File: src/rtl/line_fill_responder.sv
//------------------------------------------------------------------------------
// line_fill_responder: fetches a 16-byte cache line as 16 byte reads and returns
// it as one 128-bit little-endian word. Optional macro: LINE_FILL_PREFETCH_EN.
// Revision: 1.0
//------------------------------------------------------------------------------
`timescale 1ns/1ps
`default_nettype none

module line_fill_responder #(
   parameter int ADDR_W  = 32,
   parameter int RAM_LAT = 1
) (
   input  logic              CLK,
   input  logic              RST,
   input  logic              mem_read,
   input  logic [ADDR_W-1:0] mem_addr,
   output logic [127:0]      mem_data_o,
   output logic              mem_busy,
   output logic              mem_done,
   output logic              ram_rd_en,
   output logic [ADDR_W-1:0] ram_addr,
   input  logic [7:0]        ram_din
);

   localparam int HI_W = ADDR_W - 4;

`ifdef LINE_FILL_PREFETCH_EN
   typedef enum logic [2:0] {
      S_IDLE  = 3'd0,
      S_FETCH = 3'd1,
      S_DONE  = 3'd2,
      S_COOL  = 3'd3,
      S_DRAIN = 3'd4,
      S_PF    = 3'd5
   } state_t;
`else
   typedef enum logic [2:0] {
      S_IDLE  = 3'd0,
      S_FETCH = 3'd1,
      S_DONE  = 3'd2,
      S_COOL  = 3'd3,
      S_DRAIN = 3'd4
   } state_t;
`endif

   state_t            r_state;
   logic [HI_W-1:0]   r_base_hi;
   logic [4:0]        r_issue;
   logic [4:0]        r_cap;
   logic [3:0]        r_ram_idx;
   logic [127:0]      r_line;
   logic              r_pv   [RAM_LAT];
   logic [3:0]        r_pidx [RAM_LAT];

   logic [HI_W-1:0]   w_req_hi;
   logic [HI_W-1:0]   w_start_hi;
   logic              w_start;
   logic              w_engine;
   logic              w_cap;
   logic              w_last;
   logic              w_pipe_busy;
   logic [127:0]      w_line_next;
   logic              w_unused;

`ifdef LINE_FILL_PREFETCH_EN
   logic              r_pf_valid;
   logic              r_pf_pend;
   logic [HI_W-1:0]   r_pf_hi;
   logic [HI_W-1:0]   r_pf_next_hi;
   logic [127:0]      r_pf_line;
   logic              w_pf_hit;
`endif

   assign w_req_hi = mem_addr[ADDR_W-1:4];
   assign w_unused = ^mem_addr[3:0];

`ifdef LINE_FILL_PREFETCH_EN
   assign w_pf_hit   = r_pf_valid && (w_req_hi == r_pf_hi);
   assign w_start    = (mem_read && !w_pf_hit) || (!mem_read && r_pf_pend);
   assign w_start_hi = mem_read ? w_req_hi : r_pf_next_hi;
   assign w_engine   = (r_state == S_FETCH) || (r_state == S_PF);
`else
   assign w_start    = mem_read;
   assign w_start_hi = w_req_hi;
   assign w_engine   = (r_state == S_FETCH);
`endif

   // The oldest pipe slot is the tag of the byte currently on ram_din.
   assign w_cap  = w_engine && r_pv[RAM_LAT-1];
   assign w_last = w_cap && (r_cap == 5'd15);

   always_comb begin
      w_pipe_busy = 1'b0;
      for (int j = 0; j < RAM_LAT; j++) begin
         w_pipe_busy = w_pipe_busy | r_pv[j];
      end
   end

   always_comb begin
      w_line_next = r_line;
      if (w_cap) begin
         w_line_next[{r_pidx[RAM_LAT-1], 3'b000} +: 8] = ram_din;
      end
   end

   always_ff @(posedge CLK) begin
      if (RST) begin
         r_state    <= S_IDLE;
         mem_data_o <= '0;
         mem_busy   <= 1'b0;
         mem_done   <= 1'b0;
         ram_rd_en  <= 1'b0;
         ram_addr   <= '0;
         r_base_hi  <= '0;
         r_issue    <= '0;
         r_cap      <= '0;
         r_ram_idx  <= '0;
         r_line     <= '0;
         for (int j = 0; j < RAM_LAT; j++) begin
            r_pv[j]   <= 1'b0;
            r_pidx[j] <= '0;
         end
`ifdef LINE_FILL_PREFETCH_EN
         r_pf_valid   <= 1'b0;
         r_pf_pend    <= 1'b0;
         r_pf_hi      <= '0;
         r_pf_next_hi <= '0;
         r_pf_line    <= '0;
`endif
      end else begin
         mem_done  <= 1'b0;
         r_pv[0]   <= ram_rd_en;
         r_pidx[0] <= r_ram_idx;
         for (int j = 1; j < RAM_LAT; j++) begin
            r_pv[j]   <= r_pv[j-1];
            r_pidx[j] <= r_pidx[j-1];
         end

         // Issue/capture engine shared by demand and background fills.
         if (w_engine) begin
            r_line <= w_line_next;
            if (w_cap) begin
               r_cap <= r_cap + 5'd1;
            end
            if (!r_issue[4]) begin
               ram_rd_en <= 1'b1;
               ram_addr  <= {r_base_hi, r_issue[3:0]};
               r_ram_idx <= r_issue[3:0];
               r_issue   <= r_issue + 5'd1;
            end else begin
               ram_rd_en <= 1'b0;
            end
         end

         case (r_state)
            S_IDLE: begin
               if (w_start) begin
                  r_base_hi <= w_start_hi;
                  r_issue   <= 5'd1;
                  r_cap     <= 5'd0;
                  r_ram_idx <= 4'd0;
                  ram_rd_en <= 1'b1;
                  ram_addr  <= {w_start_hi, 4'h0};
               end
`ifdef LINE_FILL_PREFETCH_EN
               if (mem_read && w_pf_hit) begin
                  r_state      <= S_DONE;
                  mem_done     <= 1'b1;
                  mem_data_o   <= r_pf_line;
                  r_pf_valid   <= 1'b0;
                  r_pf_pend    <= 1'b1;
                  r_pf_next_hi <= w_req_hi + HI_W'(1);
               end else if (mem_read) begin
                  r_state    <= S_FETCH;
                  mem_busy   <= 1'b1;
                  r_pf_valid <= 1'b0;
                  r_pf_pend  <= 1'b0;
               end else if (r_pf_pend) begin
                  r_state    <= S_PF;
                  r_pf_hi    <= r_pf_next_hi;
                  r_pf_valid <= 1'b0;
                  r_pf_pend  <= 1'b0;
               end
`else
               if (mem_read) begin
                  r_state  <= S_FETCH;
                  mem_busy <= 1'b1;
               end
`endif
            end

            S_FETCH: begin
               if (!mem_read) begin
                  r_state   <= S_DRAIN;
                  ram_rd_en <= 1'b0;
               end else if (w_last) begin
                  r_state    <= S_DONE;
                  mem_done   <= 1'b1;
                  mem_busy   <= 1'b0;
                  mem_data_o <= w_line_next;
`ifdef LINE_FILL_PREFETCH_EN
                  r_pf_pend    <= 1'b1;
                  r_pf_next_hi <= r_base_hi + HI_W'(1);
`endif
               end
            end

`ifdef LINE_FILL_PREFETCH_EN
            S_PF: begin
               if (mem_read && (w_req_hi != r_base_hi)) begin
                  r_state   <= S_DRAIN;
                  ram_rd_en <= 1'b0;
                  mem_busy  <= 1'b1;
               end else if (w_last && mem_read) begin
                  r_state      <= S_DONE;
                  mem_done     <= 1'b1;
                  mem_data_o   <= w_line_next;
                  r_pf_pend    <= 1'b1;
                  r_pf_next_hi <= r_base_hi + HI_W'(1);
               end else if (w_last) begin
                  r_state    <= S_IDLE;
                  r_pf_line  <= w_line_next;
                  r_pf_valid <= 1'b1;
               end else if (mem_read) begin
                  r_state  <= S_FETCH;
                  mem_busy <= 1'b1;
               end
            end
`endif

            S_DONE: r_state <= S_COOL;

            S_COOL: r_state <= S_IDLE;

            // Bytes still in flight are dropped so they never reach a later line.
            S_DRAIN: begin
               ram_rd_en <= 1'b0;
               if (!w_pipe_busy) begin
                  r_state  <= S_IDLE;
                  mem_busy <= 1'b0;
               end
            end

            default: r_state <= S_IDLE;
         endcase
      end
   end

endmodule

`default_nettype wire
File: config.mk
export PLATFORM = sky130hd
export DESIGN_NAME = line_fill_responder
export DESIGN_NICKNAME = d
export VERILOG_FILES = /design/src/rtl/line_fill_responder.sv
export SDC_FILE = /design/constraint.sdc
export NUM_CORES = 1
export LEC_CHECK = 0
export BUFFER_PORTS_ARGS = -buffer_cell sky130_fd_sc_hd__buf_2
export CAP_MARGIN = 40
export CORE_MARGIN = 10
export CORE_UTILIZATION = 32
export DETAILED_ROUTE_END_ITERATION = 8
export PLACE_DENSITY = 0.53
export SLEW_MARGIN = 10
export SYNTH_ARGS = -nofsm -noshare
export SYNTH_HDL_FRONTEND = slang
export SYNTH_SLANG_ARGS = --single-unit
File: constraint.sdc
create_clock -name CLK -period 5.7 [get_ports CLK]
set_input_delay 0 -clock CLK [delete_from_list [all_inputs] [get_ports CLK]]
set_output_delay 0 -clock CLK [all_outputs]
set_load 0.02 [all_outputs]
==> impl_metrics.ini <==
[cts]
cts_tree = done
cts_max_level = 2
ctsResizeCount = 0
cts_hold_buffers = 37
clockRootBuffer = clkbuf_16
post_cts_buffers = 0
cts_buffers = 39
clk_latency_ns = 0.56
clkTransAtPathRegs_ns = 0.06
cts_buffer_depth = 3
cts_sinks = 341

[place]
portBuffers = 201
dp.final_hpwl_mm = 24.9
globalplace.congestion = 0.748

[worst_setup_path]
crit_start = r_pidx[0][0]$_SDFF_PP0_
max_stage_delay_ns = 0.65
crit_chain = inv_1 > ha_1 > or2_2 > nor2_1 > buf_4 > nand3_1 > a311oi_1
r2r_start = r_pidx[0][0]$_SDFF_PP0_
crit_path_end_kind = flop
required_ns = 6.15
cp_slowest_cell = dfxtp_1
cp_data_arrival_time_ns = 3.48
path_class = reg -> reg
crit_fanout = 19
start_kind = flop

[timing]
fin_crit_sh_pct = 53.2
rsz0062_at_grt = no
fmax_ghz = 0.330
maxSlewHeadroom_pct = 35.0
tns_ns = 0
skew_ns = 0.0236
setup_viol = 0
tightestPinTransition_ns = 0.974
period_needed_ns = 3.03
final_max_slew_viol_count = 0
finalHoldViolCount = 0

[route]
viasPerCell = 5.12
wl_per_cell_um = 18.3
ant_nets = 0
first_pass_iters = 5
totalWireLength_mm = 39.3
drt_iter0_drc = 708
drc = 0
vias = 11000

[synthesis]
synth-main-ff-cell = dfxtp_1
ys_warn_count = 0
synthCells = 1428
synth_area_leaders = dfxtp_1, a21oi_1, nor2_1
syn-cell-area_um2 = 13000
synth_top_area_share_pct = 52.4
ys_seq_elements = 341
synthArstFlopShare_pct = 0
synthDistinctLibCells = 55
synth_top_area_cell = dfxtp_1
seq_area_frac_synth_pct = 52.4
synth_edf_count = 0
avgSynthCellArea_um2 = 9.13
syn_nets = 1477

[cells_and_area]
insertedDiodeCount = 0
multiInputGateArea_um2 = 5700
num-nets-final = 1640
area_growth_pct = 23.6
drive_above_1_share_pct = 20.9
seq_area_um2 = 6830
n_fill_cell = 4023

[floorplan]
fp.dieH_um = 222
ios = 206
design.die.area_um2 = 49200
start_util_pct = 32.6
core_um2 = 40000
row_count = 73
die_w_um = 222

[min_path]
hold_path_class = in -> reg
hold_start = ram_din[3]

[global_routing]
grt_max_degree = 189
antenna_found_initial = 0
grt_pass1_wl_mm = 61.5
grtUsageTotal_pct = 15.3
overflow = 0
grt_pass1_vias = 10600

[pwr]
leakage_nw = 6.32
total_power_w = 0.00517
power_density_nw_per_um2 = 321
ir_worst_vdd_v = 0.000242

[status]
status = finished, final reports clean

[run]
drv_cap = 0
==> state kept, by name, indices dropped and copies added (netlist names) <==
name,count
r_ram_idx,4
r_pv,1
r_issue,5
mem_busy,1
r_base_hi,28
r_pidx,4
ram_rd_en,1
r_line,128
mem_done,1
mem_data_o,128
r_cap,5
ram_addr,32
r_state,3
==> final cells by class <==
class | instances | area share, %
multi-input combinational | 942 | 35.4
tap | 525 | 4.08
timing repair buffer | 260 | 10.3
clock inverter | 9 | 0.699
sequential | 341 | 42.4
inverter | 7 | 0.163
clock buffer | 59 | 7.03
==> synthesized netlist by cell type, types with 2 or more instances <==
library cell and number:
nor3_1 3, xnor2_1 4, o21ai_0 66, ha_1 6
a21oi_1 162, inv_1 6, and2_1 8, o31ai_1 24
buf_2 8, a2111oi_4 2, mux2i_1 37, mux2_2 28
nand2b_1 5, clkbuf_1 122, a31oi_1 35, nor2b_1 6
or2_2 5, nand4_1 40, buf_1 6, xor2_1 5
o21bai_1 34, a211oi_2 16, and3_1 25, nand2_1 117
dfxtp_1 341, nand3_1 51, nor2_1 155, or3_1 4
a211oi_1 24, a311oi_1 58
==> cells in the final DEF (no fill, tap or decap), types with 37 or more instances in the layout <==
cell type      count
o21ai_0           66
mux2i_1           37
nand2_1          117
dlygate4sd3_1     37
a21oi_1          162
dfxtp_1          341
nand3_1           51
clkbuf_16         40
buf_2            200
nor2_1           155
nand4_1           40
a311oi_1          58
==> worst max-delay path: cells and delay by family, from the launching register on <==
kind                       cells  cell delay, ns
AOI/OAI and AO/OA              1            0.29
adders and majority gates      1            0.48
buffers and inverters          2            0.42
DFF                            1            0.65
and+or+nand+nor                3            1.08
==> report_power, final <==
group	switching, W	internal [W]
Combinational	0.000185	0.000103
Sequential	0.0000226	0.00242
Clock	0.000984	0.00146
Total	0.00119	0.00398
==> through the flow <==
step                      instance area (µm²)  utilization (%)  setup slack (ns)  cells  hold WS (ns)
after floorplan                         13000                -              3.02   1428         0.159
after global placement                  14400             35.9              2.36   2030         0.265
after detailed placement                14500             36.2              2.66   2038         0.274
after CTS                               16100             40.2              2.64   2143       0.00146
after global routing                    16100             40.2              2.39   2143        0.0363
final                                   16100             40.2              2.67   2143        0.0348
==> per-layer routing <==
| layer | wire [µm] | global-route usage, % |
|---|---|---|
| met1 | 17700 | 19.1 |
| met2 | 18300 | 24.9 |
| met3 | 2470 | 4.44 |
| met4 | 839 | 4.75 |
| met5 | 0 | 0 |
==> final timing paths <==
check	end	slack (ns)	cells after the start
min reg2reg	r_base_hi[12]$_SDFFE_PP0P_	0.45	2
min	r_line[51]$_SDFFE_PP0N_	0.03	3
max reg2reg	mem_data_o[69]$_SDFFE_PP0P_	2.67	7
max	mem_data_o[69]$_SDFFE_PP0P_	2.67	7
==> kinds of logic after synthesis <==
kind of cell / Yosys count / synth area share (%)
DFF: 341 / 52.4
AOI/OAI and AO/OA: 432 / 21.7
muxes: 65 / 5.26
adders and majority gates: 6 / 0.576
buffers and inverters: 145 / 4.32
xor gates and xnor gates: 9 / 0.605
and+or+nand+nor: 430 / 15.1
No activity file was read; power rests on OpenSTA's default activity.
